<file path="src/rtl/fir_filter_input_sequencer.sv">
// fir_filter_input_sequencer
// Collects per-channel sample writes into three-channel triplets, queues them
// in a small FIFO, and plays them out one triplet per clock with a rotating
// modulo-3 phase tag while running.
// Optional build macro: FIR_IN_UNDERFLOW_HOLD_EN -- when defined, an empty-FIFO
// RUN cycle repeats the last popped triplet instead of driving zeros.
module fir_filter_input_sequencer #(
    parameter int DW    = 24,
    parameter int DEPTH = 4,
    parameter int LW    = 3
) (
    input  logic          clk,
    input  logic          rst,
    input  logic          wr_en,
    input  logic [1:0]    wr_addr,
    input  logic [DW-1:0] wr_data,
    input  logic          run,
    input  logic          flush,
    input  logic          sts_clr,
    output logic          wr_ready,
    output logic [1:0]    cnt_mod,
    output logic [DW-1:0] input_data0,
    output logic [DW-1:0] input_data1,
    output logic [DW-1:0] input_data2,
    output logic          data_valid,
    output logic [LW-1:0] fifo_level,
    output logic          overflow,
    output logic          underflow,
    output logic          err_addr
);

    localparam int AW = (DEPTH > 1) ? $clog2(DEPTH) : 1;

    typedef enum logic {
        IDLE = 1'b0,
        RUN  = 1'b1
    } state_t;

    state_t               state_q, state_d;
    logic [1:0]           phase_q, phase_d;
    logic [1:0]           cnt_mod_q, cnt_mod_d;
    logic [2:0][DW-1:0]   data_q, data_d;
    logic                 data_valid_q, data_valid_d;
    logic [2:0][DW-1:0]   stg_q, stg_d;
    logic [2:0]           mask_q, mask_d;
    logic [AW-1:0]        wr_ptr_q, wr_ptr_d;
    logic [AW-1:0]        rd_ptr_q, rd_ptr_d;
    logic [LW-1:0]        count_q, count_d;
    logic                 overflow_q, overflow_d;
    logic                 underflow_q, underflow_d;
    logic                 err_addr_q, err_addr_d;

    // Triplet storage; each word is {ch2, ch1, ch0}
    logic [3*DW-1:0]      mem_q [DEPTH];

    logic                 wr_legal;
    logic                 wr_illegal;
    logic [2:0]           wr_onehot;
    logic                 complete;
    logic                 fifo_empty;
    logic                 fifo_full;
    logic                 pop;
    logic                 push_ok;
    logic                 drop;
    logic                 uflow_set;
    logic [2:0][DW-1:0]   stg_new;
    logic [3*DW-1:0]      push_word;
    logic [3*DW-1:0]      head_word;

    // Staging view with the current write merged in, so the completing write
    // lands in the pushed triplet in the same edge.
    generate
        for (genvar gi = 0; gi < 3; gi++) begin : g_merge
            assign stg_new[gi] = (wr_legal && (wr_addr == 2'(gi))) ? wr_data : stg_q[gi];
            assign push_word[gi*DW +: DW] = stg_new[gi];
        end
    endgenerate

    // Write decode, FIFO status and push/pop qualification (flush blocks both)
    always_comb begin
        wr_legal   = wr_en && (wr_addr != 2'd3);
        wr_illegal = wr_en && (wr_addr == 2'd3);
        wr_onehot  = 3'b001 << wr_addr;
        complete   = wr_legal && ((mask_q | wr_onehot) == 3'b111);
        fifo_empty = (count_q == '0);
        fifo_full  = (count_q == LW'(DEPTH));
        head_word  = mem_q[rd_ptr_q];
        pop        = !flush && (state_q == RUN) && run && !fifo_empty;
        push_ok    = !flush && complete && (!fifo_full || pop);
        drop       = !flush && complete && fifo_full && !pop;
    end

    // Next-state: FSM, output stream, staging, FIFO pointers and sticky status
    always_comb begin
        state_d      = state_q;
        phase_d      = phase_q;
        cnt_mod_d    = cnt_mod_q;
        data_d       = data_q;
        data_valid_d = data_valid_q;
        stg_d        = stg_q;
        mask_d       = mask_q;
        wr_ptr_d     = wr_ptr_q;
        rd_ptr_d     = rd_ptr_q;
        count_d      = count_q;
        uflow_set    = 1'b0;

        if (flush) begin
            state_d      = IDLE;
            phase_d      = 2'd0;
            data_valid_d = 1'b0;
            mask_d       = 3'b000;
            wr_ptr_d     = '0;
            rd_ptr_d     = '0;
            count_d      = '0;
        end else begin
            case (state_q)
                IDLE: begin
                    data_valid_d = 1'b0;
                    phase_d      = 2'd0;
                    if (run) begin
                        state_d = RUN;
                    end
                end
                RUN: begin
                    if (!run) begin
                        // Leaving RUN: outputs hold on this edge
                        state_d = IDLE;
                    end else begin
                        cnt_mod_d = phase_q;
                        phase_d   = (phase_q == 2'd2) ? 2'd0 : phase_q + 2'd1;
                        if (!fifo_empty) begin
                            for (int c = 0; c < 3; c++) begin
                                data_d[c] = head_word[c*DW +: DW];
                            end
                            data_valid_d = 1'b1;
                        end else begin
`ifdef FIR_IN_UNDERFLOW_HOLD_EN
                            data_d = data_q;
`else
                            data_d = '0;
`endif
                            data_valid_d = 1'b0;
                            uflow_set    = 1'b1;
                        end
                    end
                end
                default: begin
                    state_d = IDLE;
                end
            endcase

            if (wr_legal) begin
                for (int c = 0; c < 3; c++) begin
                    if (wr_addr == 2'(c)) begin
                        stg_d[c] = wr_data;
                    end
                end
                // A completed triplet always clears the mask, pushed or dropped
                mask_d = complete ? 3'b000 : (mask_q | wr_onehot);
            end

            if (push_ok) begin
                wr_ptr_d = wr_ptr_q + 1'b1;
            end
            if (pop) begin
                rd_ptr_d = rd_ptr_q + 1'b1;
            end
            if (push_ok && !pop) begin
                count_d = count_q + 1'b1;
            end else if (pop && !push_ok) begin
                count_d = count_q - 1'b1;
            end
        end

        // Set events take precedence over a same-edge clear
        overflow_d  = drop | (overflow_q & ~sts_clr);
        underflow_d = uflow_set | (underflow_q & ~sts_clr);
        err_addr_d  = (!flush && wr_illegal) | (err_addr_q & ~sts_clr);
    end

    // State registers with synchronous reset
    always_ff @(posedge clk) begin
        if (rst) begin
            state_q      <= IDLE;
            phase_q      <= 2'd0;
            cnt_mod_q    <= 2'd0;
            data_q       <= '0;
            data_valid_q <= 1'b0;
            stg_q        <= '0;
            mask_q       <= 3'b000;
            wr_ptr_q     <= '0;
            rd_ptr_q     <= '0;
            count_q      <= '0;
            overflow_q   <= 1'b0;
            underflow_q  <= 1'b0;
            err_addr_q   <= 1'b0;
        end else begin
            state_q      <= state_d;
            phase_q      <= phase_d;
            cnt_mod_q    <= cnt_mod_d;
            data_q       <= data_d;
            data_valid_q <= data_valid_d;
            stg_q        <= stg_d;
            mask_q       <= mask_d;
            wr_ptr_q     <= wr_ptr_d;
            rd_ptr_q     <= rd_ptr_d;
            count_q      <= count_d;
            overflow_q   <= overflow_d;
            underflow_q  <= underflow_d;
            err_addr_q   <= err_addr_d;
        end
    end

    // Triplet storage write; contents need no reset since pointers gate reads
    always_ff @(posedge clk) begin
        if (!rst && push_ok) begin
            mem_q[wr_ptr_q] <= push_word;
        end
    end

    assign wr_ready    = !fifo_full;
    assign cnt_mod     = cnt_mod_q;
    assign input_data0 = data_q[0];
    assign input_data1 = data_q[1];
    assign input_data2 = data_q[2];
    assign data_valid  = data_valid_q;
    assign fifo_level  = count_q;
    assign overflow    = overflow_q;
    assign underflow   = underflow_q;
    assign err_addr    = err_addr_q;

endmodule

</file>
<file path="config.mk">
export PLATFORM = sky130hd
export DESIGN_NAME = fir_filter_input_sequencer
export DESIGN_NICKNAME = d
export VERILOG_FILES = /design/src/rtl/fir_filter_input_sequencer.sv
export SDC_FILE = /design/constraint.sdc
export NUM_CORES = 1
export LEC_CHECK = 0
export BUFFER_PORTS_ARGS = -buffer_cell sky130_fd_sc_hd__buf_4
export CORE_MARGIN = 4
export CORE_UTILIZATION = 60
export DETAILED_ROUTE_END_ITERATION = 12
export PLACE_DENSITY = 0.79
export SETUP_SLACK_MARGIN = 0.4
export SKIP_LAST_GASP = 1
export SLEW_MARGIN = 20
export SYNTH_ARGS = -nofsm -noshare
export SYNTH_HDL_FRONTEND = slang
export SYNTH_SLANG_ARGS = --single-unit
</file>
<file path="constraint.sdc">
create_clock -name clk -period 4.66 [get_ports clk]
set_input_delay 0.466 -clock clk [delete_from_list [all_inputs] [get_ports clk]]
set_output_delay 0.466 -clock clk [all_outputs]
set_load 0.02 [all_outputs]
</file>
Yosys cells after proc, flatten, opt, wreduce, memory -nomap -nowiden. Memory sizes are Yosys's and may differ from the RTL's. A register that Yosys moved wholly into a read port is not among the register bits. Index checks and enable logic that the tools add are counted.

Bitwise logic cells: 10. Add/subtract/negate cells: 5. Reductions and logical operators: 32. Eq/ne operators: 8. Shift operators: 1. Muxes and demuxes: 22.

Operators by type and width (number): $mux W24 (3); $mux W72 (1); $logic_and A1 B1 Y1 (17); $reduce_and A3 Y1 (4); $mux W1 (9); $mux W3 (3); $mux W2 (4); $add A2 B1 Y2 const B (3); $eq A2 B2 Y1 const B (3); $eq A3 B3 Y1 const B (2); $logic_not A1 Y1 (6); $ne A2 B2 Y1 const B (2); $pmux W2 S2 (1); $add A3 B1 Y3 const B (1); $and A1 B1 Y1 (3); $logic_not A3 Y1 (1); $not A1 Y1 (3); $or A1 B1 Y1 (3); $or A3 B3 Y3 (1); $shl A1 B2 Y3 const A (1); $sub A3 B1 Y3 const B (1); $eq A2 B1 Y1 const B (1); $logic_not A2 Y1 (1); $pmux W1 S2 (1); other kinds (3) (3).

Bits in writable memories: 288. Bits in registers: 163. Logic and storage cells: 96. Output and inout port bits: 82. Memories: 1.

Memory list: mem_q (depth 4, bits a word 72, read ports 1, clocked after Yosys merged registers in 1, wr ports 1, RTL line 54) `logic [3*DW-1:0] mem_q [DEPTH];`.

Logic depth before layout (Yosys ltp).
Word-level depth: 10. Depth in mapped cells: 12. Gate-level depth less buffers: 10.

Worst setup path after synthesis. OpenSTA, ideal clock, no wires.

Path type: in2reg. From: input wr_addr[0]. To: memory mem_q[0][0] in the netlist's numbering, enable pin. Arrival time: 3.020 ns. Path buffers: 2. Setup slack: 1.202 ns. Cell stages on the path: 6. Data required time: 4.222 ns. Cell sequence: buf_6 nand4b_1 o22ai_2 and2_1 buf_2 and3_1.

Cells in the longest elaborated chain, start to end: 9.

Ends and longest elaborated chain: from (decl) (RTL line 15) `input logic [1:0] wr_addr,`; $shl A1 B2 Y3 (RTL line 83) `wr_onehot = 3'b001 << wr_addr;`; $or A3 B3 Y3 (RTL line 84) `complete = wr_legal && ((mask_q | wr_onehot) == 3'b111);`; $eq A3 B3 Y1 (RTL line 84); $logic_and A1 B1 Y1 * (RTL line 84); $logic_and A1 B1 Y1 * (2 in a row) (RTL line 89) `push_ok = !flush && complete && (!fifo_full || pop);`; $logic_and A1 B1 Y1 * (RTL line 216) `if (!rst && push_ok) begin`; $mux W1 * (RTL line 216); $mux W1 (not written as such) * (RTL line 217) `mem_q[wr_ptr_q] <= push_word;`; to (decl) (RTL line 54).

Mark *: on every way between the ends. The rest lies on a longest branch, timed or not.

Worst setup path in the final report.
From: register mask_q[0]. To: memory mem_q[3][69] in the netlist's numbering, enable pin.

Cells in the longest elaborated chain, start to end: 8.

Ends and longest elaborated chain: from (decl) (RTL line 45) `logic [2:0] mask_q, mask_d;`; from (signal assigned) (RTL line 204) `mask_q <= mask_d;`; $or A3 B3 Y3 (RTL line 84); $eq A3 B3 Y1 (RTL line 84); $logic_and A1 B1 Y1 (RTL line 84); $logic_and A1 B1 Y1 (2 in a row) (RTL line 89); $logic_and A1 B1 Y1 (RTL line 216); $mux W1 (RTL line 216); $mux W1 (not written as such) (RTL line 217).

No other way between the ends.

==> results.tsv <==
stage	metric	value	unit
sta	RSZ-0062 raised after global routing	no	
pwr	Max VDD drop	0.347	mV
global_routing	largest net degree at the start of global routing	85	
drt	post-route antenna net violation count	0	
placed_design	DP Worst Slack	1.69	ns
clock_tree	Clk Latency, worst-skew pair	0.53	ns
yosys	Mapped Cells	1127	
global_routing	vias in the first global route	9807	
worst_hold_path	Hold Path Class	input pin to register	
worst_setup_path	Reg-to-Reg End	mem_q[3][69]$_DFFE_PP_	
die	Top-Level Pins	114	
yosys	Post-Syn Area	0.0171	mm^2
drt	drt pass-1 iters	5	
clock_tree	clk sink count	453	
cells_and_area	commonest non-fill, non-tap cell in the layout	edfxtp_1	
worst_hold_path	Worst Min Path Start	run	
cells_and_area	post-route cell area	0.0195	mm^2
cells_and_area	area of the multi-input gates	0.00473	mm^2
clock_tree	PostCTS Resize Cnt	0	
placed_design	gp weighted congestion	0.745	
global_routing	grt ovf	0	
worst_setup_path	Critical Path Start Type	register	
placed_design	placed inst area	0.0182	mm^2
cells_and_area	share of layout cells above drive strength 1	21.5	%
yosys	flops & latches, synth	453	
die	Rows	61	
clock_tree	CTS max path bufs	3	
worst_setup_path	Worst EP arrival	2.76	ns
sta	Worst-Margin Slew	1.13	ns
yosys	Synth Area per Inst	15.2	um^2
worst_setup_path	critical path class	register to register	
worst_setup_path	reg2reg setup slack	2.09	ns
cells_and_area	# fillers	1858	
die	die width	177	um
yosys	Yosys warning total	0	
worst_setup_path	reg2reg start	mask_q[0]$_SDFFE_PP0N_	
worst_setup_path	largest stage delay on the critical path	0.78	ns
cells_and_area	total inserted antenna cells	0	
sta	final setup vio count	0	
worst_setup_path	CP bufs+invs	1	
drt	DRC viols	0	
clock_tree	cts hold-fix bufs	0	
cells_and_area	Storage cell area	0.0120	mm^2
clock_tree	CTS buffer count	45	
yosys	Mapped Nets	1165	
die	Die Height	177	um
placed_design	post-detail-place hpwl	21.4	mm
pwr	PwrDens	397	mW/mm^2
cells_and_area	most frequent cells in the layout	edfxtp_1, dfxtp_1, nand2_1, buf_4, nor2_1	
worst_setup_path	Worst path top cell family by delay	simple AND/OR/NAND/NOR gates	
job	max cap viols	0	
sta	crit share post-route	55.2	%
sta	slew margin rel.	24.6	%
clock_tree	CTS clk-pin slew, worst paths	0.06	ns
worst_setup_path	required time worst endpoint	4.85	ns
yosys	number of enable flip-flop cells after synthesis	288	
die	Core ar.	0.0279	mm^2
drt	initial drt markers	875	
die	initial core utilization	61.2	%
yosys	ys flop type	edfxtp_1	
worst_setup_path	crit-path cells	nand4b_1 > o22ai_2 > and2_1 > and3_2 > buf_12	
clock_tree	clk root buf	clkbuf_16	
clock_tree	Post-CTS Setup Inserts	0	
worst_setup_path	Reg2Reg Depth	5	
drt	Vias/cell	5.95	
clock_tree	# H-tree levels	2	
pwr	leakage power	6.82	nW
global_routing	first-pass GRT wire length	55.8	mm
drt	WL per Instance	22.1	um
yosys	Synth async-reset ratio	0	%
sta	Slew Viols, Final	0	
sta	Max Clock Skew	0.0167	ns
sta	endpoints failing hold	0	
worst_setup_path	CP Max Fanout	44	
placed_design	number of port buffers	113	
drt	Vias	9729	
worst_hold_path	Hold Path Cell Cnt	2	
cells_and_area	Layout Area Growth over Synthesis	14.3	%
sta	fin worst setup slack	2.09	ns
drt	WL final	36.2	mm
status	outcome	finished, final reports clean	
worst_hold_path	hold endpoint	data_valid$_SDFFE_PP0P_	
cells_and_area	Nets	1264	
yosys	post-synthesis sequential area ratio	69.9	%
yosys	Synth cell types	44	
sta	Sum Neg Setup Slack	0	ns
clock_tree	CTS tree	done	
worst_setup_path	CP max stage cell	and3_2	
sta	min cycle time layout	2.57	ns
die	die footprint	0.0312	mm^2
global_routing	GRT Total Usage	23.2	%
sta	Max Freq	389	MHz
global_routing	antenna violations before repair	0	
worst_setup_path	nature of the critical path endpoint	register	
cells by family (layout without fill, tap and decap cells):
logic type | count (synthesis) | in the layout | share of synthesized area (%)
compound gates | 159 | 159 | 5.85
xor+xnor | 4 | 4 | 0.205
fa+ha+maj | 6 | 6 | 0.483
buf+inv | 82 | 213 | 2.43
flops | 453 | 453 | 69.9
simple gates | 276 | 276 | 6.68
mux | 147 | 147 | 14.4
power breakdown:
group,internal [W],total [W],switching (W)
logic,0.0000544,0.000189,0.000134
clock network,0.00191,0.00330,0.00139
registers,0.00427,0.00427,0.00000732
synthesized netlist by cell type (2+ instances only):
library cell,instances,area [um^2]
a21oi_1,79,395
mux4_2,72,1620
nand3b_1,3,22.5
xnor2_1,2,17.5
inv_2,3,11.3
or3_1,2,12.5
buf_1,4,15.0
dfxtp_1,165,3300
buf_2,26,130
and2b_1,2,15.0
inv_1,4,15.0
nor2_1,86,323
nor2b_1,2,12.5
and3_1,4,25.0
edfxtp_1,288,8650
nand2_1,158,593
nor3_1,4,20.0
a22oi_1,73,548
mux2_1,72,811
buf_6,8,90.1
nor3_2,2,20.0
nor3b_1,2,15.0
and2_1,3,18.8
mux2i_1,3,30.0
clkbuf_1,33,124
buf_4,4,30.0
ha_1,5,62.6
xor2_1,2,17.5
final cells by class:
class / instances / share of cell area [%]
inverters: 7 / 0.134
well taps: 378 / 2.42
multi-input cells: 592 / 24.2
clock inverters: 7 / 0.301
clock buffers: 72 / 6.49
flip-flops and latches: 453 / 61.2
repair buffers: 127 / 5.24
per-stage QoR:
stage | total power [W] | util [%] | hold WS [ns] | cells
6_report | 0.00776 | 69.9 | 0.160 | 1636
5_1_grt | 0.00801 | 69.9 | 0.165 | 1636
4_1_cts | 0.00782 | 69.9 | 0.145 | 1636
3_5_place_dp | 0.00454 | 65.2 | 0.443 | 1557
3_3_place_gp | 0.00454 | 65.1 | 0.437 | 1556
2_1_floorplan | 0.00446 | - | 0.432 | 1127
worst max path at each step:
stage | startpoint | end | slack (ns) | cells after the start
finish | mask_q[0]$_SDFFE_PP0N_ | mem_q[3][69]$_DFFE_PP_ | 2.09 | 5
global route | mask_q[1]$_SDFFE_PP0N_ | mem_q[1][32]$_DFFE_PP_ | 1.93 | 5
CTS | mask_q[0]$_SDFFE_PP0N_ | mem_q[3][69]$_DFFE_PP_ | 2.09 | 5
detailed placement | rst | mem_q[3][70]$_DFFE_PP_ | 1.69 | 4
global placement | rst | mem_q[0][29]$_DFFE_PP_ | 1.78 | 4
floorplan | wr_addr[0] | mem_q[0][0]$_DFFE_PP_ | 1.20 | 6
worst reg2reg max path, cell delays in order (launching register included):
cell and delay (ns):
dfxtp_1 0.37, nand4b_1 0.15, o22ai_2 0.25, and2_1 0.29, and3_2 0.78, buf_12 0.37
routing by layer:
metal / routed length (um) / GRT usage [%] / up-vias
met5: 0 / 0 / -
met4: 957 / 6.51 / 0
met3: 2340 / 3.76 / 60
met2: 18500 / 39.7 / 361
met1: 14400 / 31.4 / 4892
li1: - / - / 4416
flip-flops by register name (all words and copies together) (netlist names), named ones only:
signal,cells
overflow,1
phase_q,2
input_data0,24
input_data2,24
mem_q,288
data_valid,1
fifo_level,3
rd_ptr_q,2
state_q,1
wr_ptr_q,2
cnt_mod,2
err_addr,1
underflow,1
input_data1,24
stg_q,72
mask_q,3
No activity file was read; power rests on OpenSTA's default activity.
